## src/rtl/sram_fifo.sv

```systemverilog
// Show-ahead synchronous FIFO built on a 1R1W SRAM whose registered read port is
// kept pointed at the head, so dequeue_value shows the oldest entry without a pop.

module sram_1r1w #(
    parameter int WIDTH             = 32,
    parameter int DEPTH             = 64,
    parameter int ADDR_WIDTH        = $clog2(DEPTH),
    parameter     READ_DURING_WRITE = "NEW_DATA"
) (
    input  logic                  clk,
    input  logic                  read_en,
    input  logic [ADDR_WIDTH-1:0] read_addr,
    output logic [WIDTH-1:0]      read_data,
    input  logic                  write_en,
    input  logic [ADDR_WIDTH-1:0] write_addr,
    input  logic [WIDTH-1:0]      write_data
);
    localparam bit NEW_DATA_MODE = (READ_DURING_WRITE == "NEW_DATA");

    logic [WIDTH-1:0] r_mem [DEPTH];
    logic [WIDTH-1:0] r_read_data;

    always_ff @(posedge clk) begin
        if (write_en) begin
            r_mem[write_addr] <= write_data;
        end
        if (read_en) begin
            // Same-address collision returns the word being written this edge.
            if (NEW_DATA_MODE && write_en && (write_addr == read_addr)) begin
                r_read_data <= write_data;
            end else begin
                r_read_data <= r_mem[read_addr];
            end
        end
    end

    assign read_data = r_read_data;
endmodule

module sram_fifo #(
    parameter int WIDTH                 = 32,
    parameter int SIZE                  = 64,
    parameter int ALMOST_FULL_THRESHOLD = SIZE - 4,
    parameter int ADDR_WIDTH            = $clog2(SIZE),
    parameter bit ILLEGAL_OP_ASSERT     = 1'b1
) (
    input  logic                  clk,
    input  logic                  reset,
    input  logic                  flush,
    input  logic                  enqueue_en,
    input  logic [WIDTH-1:0]      enqueue_value,
    output logic                  full,
    output logic                  almost_full,
    input  logic                  dequeue_en,
    output logic [WIDTH-1:0]      dequeue_value,
    output logic                  empty,
    output logic [ADDR_WIDTH:0]   count
);
    localparam logic [ADDR_WIDTH:0] SIZE_C = (ADDR_WIDTH + 1)'(SIZE);
    localparam logic [ADDR_WIDTH:0] AF_C   = (ADDR_WIDTH + 1)'(ALMOST_FULL_THRESHOLD);

    logic [ADDR_WIDTH-1:0] r_read_ptr;
    logic [ADDR_WIDTH-1:0] r_write_ptr;
    logic [ADDR_WIDTH:0]   r_count;
    logic                  r_full;
    logic                  r_almost_full;
    logic                  r_empty;

    logic                  w_enq_ok;
    logic                  w_deq_ok;
    logic [ADDR_WIDTH:0]   w_count_next;
    logic [ADDR_WIDTH-1:0] w_read_addr;
    logic [WIDTH-1:0]      w_read_data;

    // Flush wins over both ports, so gate them here rather than in the state update.
    assign w_enq_ok = enqueue_en & ~r_full  & ~flush;
    assign w_deq_ok = dequeue_en & ~r_empty & ~flush;

    // Look one entry ahead on a pop so the next head lands on read_data a cycle later.
    assign w_read_addr = w_deq_ok ? (r_read_ptr + 1'b1) : r_read_ptr;

    always_comb begin
        w_count_next = r_count;
        if (w_enq_ok && !w_deq_ok) begin
            w_count_next = r_count + 1'b1;
        end else if (!w_enq_ok && w_deq_ok) begin
            w_count_next = r_count - 1'b1;
        end
    end

    always_ff @(posedge clk or negedge reset) begin
        if (!reset) begin
            r_read_ptr    <= '0;
            r_write_ptr   <= '0;
            r_count       <= '0;
            r_empty       <= 1'b1;
            r_full        <= 1'b0;
            r_almost_full <= 1'b0;
        end else if (flush) begin
            r_read_ptr    <= '0;
            r_write_ptr   <= '0;
            r_count       <= '0;
            r_empty       <= 1'b1;
            r_full        <= 1'b0;
            r_almost_full <= 1'b0;
        end else begin
            if (w_enq_ok) begin
                r_write_ptr <= r_write_ptr + 1'b1;
            end
            if (w_deq_ok) begin
                r_read_ptr <= r_read_ptr + 1'b1;
            end
            r_count       <= w_count_next;
            r_empty       <= (w_count_next == '0);
            r_full        <= (w_count_next == SIZE_C);
            r_almost_full <= (w_count_next >= AF_C);
        end
    end

    sram_1r1w #(
        .WIDTH             (WIDTH),
        .DEPTH             (SIZE),
        .ADDR_WIDTH        (ADDR_WIDTH),
        .READ_DURING_WRITE ("NEW_DATA")
    ) u_sram (
        .clk        (clk),
        .read_en    (1'b1),
        .read_addr  (w_read_addr),
        .read_data  (w_read_data),
        .write_en   (w_enq_ok),
        .write_addr (r_write_ptr),
        .write_data (enqueue_value)
    );

    assign dequeue_value = w_read_data;
    assign full          = r_full;
    assign almost_full   = r_almost_full;
    assign empty         = r_empty;
    assign count         = r_count;

    generate
        if (ILLEGAL_OP_ASSERT) begin : g_illegal_op_check
            a_enq_while_full: assert property (@(posedge clk) disable iff (!reset)
                !(enqueue_en && r_full && !flush))
                else $error("sram_fifo: enqueue while full dropped");
            a_deq_while_empty: assert property (@(posedge clk) disable iff (!reset)
                !(dequeue_en && r_empty && !flush))
                else $error("sram_fifo: dequeue while empty ignored");
        end
    endgenerate
endmodule

```

## config.mk

```make
export PLATFORM = sky130hd
export DESIGN_NAME = sram_fifo
export DESIGN_NICKNAME = d
export VERILOG_FILES = /design/src/rtl/sram_fifo.sv
export SDC_FILE = /design/constraint.sdc
export NUM_CORES = 2
export LEC_CHECK = 0
export ABC_CLOCK_PERIOD_IN_PS = 7900
export CAP_MARGIN = 10
export CORE_ASPECT_RATIO = 2
export CORE_MARGIN = 4
export CORE_UTILIZATION = 59
export DETAILED_ROUTE_END_ITERATION = 6
export PLACE_DENSITY = 0.73
export SYNTH_ARGS = -nofsm -noshare
export SYNTH_HDL_FRONTEND = slang
export SYNTH_HIERARCHICAL = 1
export SYNTH_SLANG_ARGS = --single-unit
```

## constraint.sdc

```tcl
create_clock -name clk -period 7.9 [get_ports clk]
set_input_delay 2.37 -clock clk [delete_from_list [all_inputs] [get_ports clk]]
set_output_delay 2.37 -clock clk [all_outputs]
set_load 0.1 [all_outputs]
```

==> flow_summary.json <==
{
  "status": "finished clean",
  "vias_per_cell": 6.60,
  "grt_pass1_vias": 43100,
  "initial_utilization": 0.595,
  "yosys.area.top_type_share": 0.765,
  "dr_wl_met3_um": 17500,
  "cts_setup_buffers": 0,
  "boundaryPins": 79,
  "clock_latency_ns": 0.81,
  "rows": 192,
  "grt_pass1_wl_um": 299000,
  "tightest_slew_ns": 1.22,
  "dieArea_um2": 145000,
  "dp_hpwl_um": 121000,
  "finalNonFillerCells": 6456,
  "fin_crit_ns": 5.88,
  "cts_buffers": 177,
  "synthTopCellsByCount": "2080 x edfxtp_1, 816 x mux2i_1, 404 x a22oi_1",
  "synth_simple_gate_area_frac": 0.0257,
  "yosys.cell_count.top_type": "edfxtp_1",
  "detail_route.wl_per_cell_um": 32.0,
  "hold_viol": 0,
  "ys_warn_count": 6,
  "min_path_type": "flip-flop to flip-flop",
  "synth_xor_area_frac": 0.00236,
  "highest_layer": "met5",
  "die_y_um": 534,
  "cts_tree": "yes",
  "coreArea_um2": 137000,
  "clockBufferDepth": 4,
  "rr_worst_depth": 11,
  "cts_max_level": 4,
  "drt_iter0_markers": 5196,
  "clock-skew-final_ns": 0.0456,
  "route.detailed.drc": 0,
  "synthCells": 4295,
  "met2_length_um": 108000,
  "syn_to_final_growth_pct": 11.4,
  "grt_usage": 0.283,
  "clockRootBuffer": "clkbuf_16",
  "routed_wl_um": 207000,
  "vias": 42600,
  "yosysTopAreaCell": "edfxtp_1",
  "nets": 4523,
  "fmax_mhz": 170,
  "grt_overflow": 0,
  "synth_area_leaders": "edfxtp_1 77%, mux2i_1 10%, mux4_2 3.8%",
  "r2r_slack_ns": 3.71,
  "maxSlewHeadroom": 0.185,
  "yosysSeqAreaShare": 0.772,
  "cp_max_fo": 36,
  "rsz0062_at_grt": "no",
  "syn_area_um2": 81600,
  "setup_viol": 0,
  "p_leak_nw": 26.9,
  "maxCapViolCount": 0,
  "finalSetupTns_ns": 0,
  "power_mw": 22.1,
  "async_reset_ff_frac": 0.0105,
  "critical_path_class": "input port to flip-flop",
  "synth_compound_gate_area_share": 0.0466,
  "die_width_um": 271,
  "synth_top_family_by_area": "multiplexers",
  "post-route-period-util": 0.745,
  "grt_max_degree": 117,
  "cp-end-kind": "flip-flop",
  "ys_ff_latch": 2102,
  "cts.sinks": 2102,
  "antenna_found_initial": 6,
  "critPathArrivalTime_ns": 6.33,
  "place.gp.congestion": 0.833,
  "critPathLaunchType": "input port",
  "stdcell_area_um2": 91000,
  "post-place-cells": 6142,
  "synth_edf_count": 2080,
  "min_path_cells": 3,
  "cts_hold_buf": 0,
  "p_per_area_nw_per_um2": 243,
  "ctsResizeCount": 0,
  "synth_cell_type_count": 56,
  "drive_gt1_frac": 0.141,
  "placed_cell_area_um2": 85500,
  "slew_violations": 0,
  "synth_fa_ha_area_frac": 0.000613,
  "avgSynthCellArea_um2": 19.0,
  "ant_nets": 0,
  "final_util": 0.663,
  "worstPathRequired_ns": 8.35,
  "port_buffers": 78,
  "synth_ff_type": "edfxtp_1",
  "ir_drop_uv": 155,
  "m1WireLength_um": 72500,
  "synthMuxAreaShare": 0.138,
  "path_clk_slew_ns": 0.06,
  "drtPass1Iterations": 6
}
[final timing paths]
| path | startpoint | to |
|---|---|---|
| hold reg to reg | count[6]$_DFF_PN0_ | empty$_DFF_PN1_ |
| min in group asynchronous | reset | r_read_ptr[0]$_DFF_PN0_ |
| setup reg to reg | empty$_DFF_PN1_ | u_sram/read_data[15]$_DFFE_PP_ |
| hold / removal | count[6]$_DFF_PN0_ | empty$_DFF_PN1_ |
| max in group asynchronous | reset | r_write_ptr[5]$_DFFE_PN0P_ |
| setup / recovery | dequeue_en | u_sram/read_data[15]$_DFFE_PP_ |
[layout by cell type, fill, tap and decap left out, drive strengths merged, types with 5 or more instances in the layout]
cell type / count
mux2i: 816
nor2b: 12
bufinv: 9
nand2: 111
and2: 9
or3: 5
dfrtp: 21
xor2: 12
a22oi: 404
clkbuf: 216
nor2: 83
nor3: 9
a21oi: 68
inv: 10
mux4: 137
o21ai: 6
clkdlybuf4s50: 44
clkinv: 76
edfxtp: 2080
buf: 190
nand2b: 5
a32oi: 31
conb: 32
nand4: 37
xnor2: 10
nand3: 131
[layout make-up]
class / instances / area [µm²]
inverters: 7 / 26.3
multi-input cells: 1960 / 18100
clock buffers: 216 / 4660
flip-flops and latches: 2102 / 63000
diodes: 2 / 5.00
well taps: 1843 / 2310
clock inverters: 92 / 691
fillers: 8827 / 46200
repair buffers: 234 / 2150
[power breakdown]
group	internal [mW]	switching [mW]
Combinational	0.405	1.00
Sequential	12.3	0.0779
Clock	4.49	3.77
Total	17.2	4.86
[metrics by stage]
| step | worst slack (ns) | hold slack, ns |
|---|---|---|
| CTS | 2.04 | 0.700 |
| global route | 1.89 | 0.721 |
| global placement | 1.33 | 0.662 |
| detailed placement | 1.21 | 0.688 |
| floorplan | 1.76 | 0.503 |
| finish | 2.02 | 0.699 |
[logic make-up (layout without fill, tap and decap cells)]
logic type,after synthesis,count (layout)
flip-flops,2102,2102
multiplexers,954,954
AO/OA/AOI/OAI,522,522
AND/OR/NAND/NOR,426,426
buffers and inverters,264,549
XOR/XNOR,22,22
adder cells (fa/ha/maj),4,4
other,1,34
[critical path: stages]
cell,delay [ns]
clkdlybuf4s50_1,0.51
nor3b_4,0.42
nand4_1,0.21
xnor2_2,0.60
and2_4,0.77
buf_4,0.37
buf_4,0.20
a22oi_1,0.09
nand2_1,0.09
a21oi_1,0.15
a32oi_1,0.27
nand2_1,0.26
[routing by layer]
layer	global-route usage	up-vias
met1	0.357	22000
li1	-	17800
met3	0.0433	495
met5	0	-
met2	0.498	2341
met4	0.111	4
[sequential cells by signal (all words and copies together) (netlist names)]
signal / flops
u_sram/r_mem: 2048
u_sram/read_data: 32
count: 7
r_read_ptr: 6
r_write_ptr: 6
almost_full: 1
empty: 1
full: 1
Note: power is estimated with default switching activity, not from simulation.
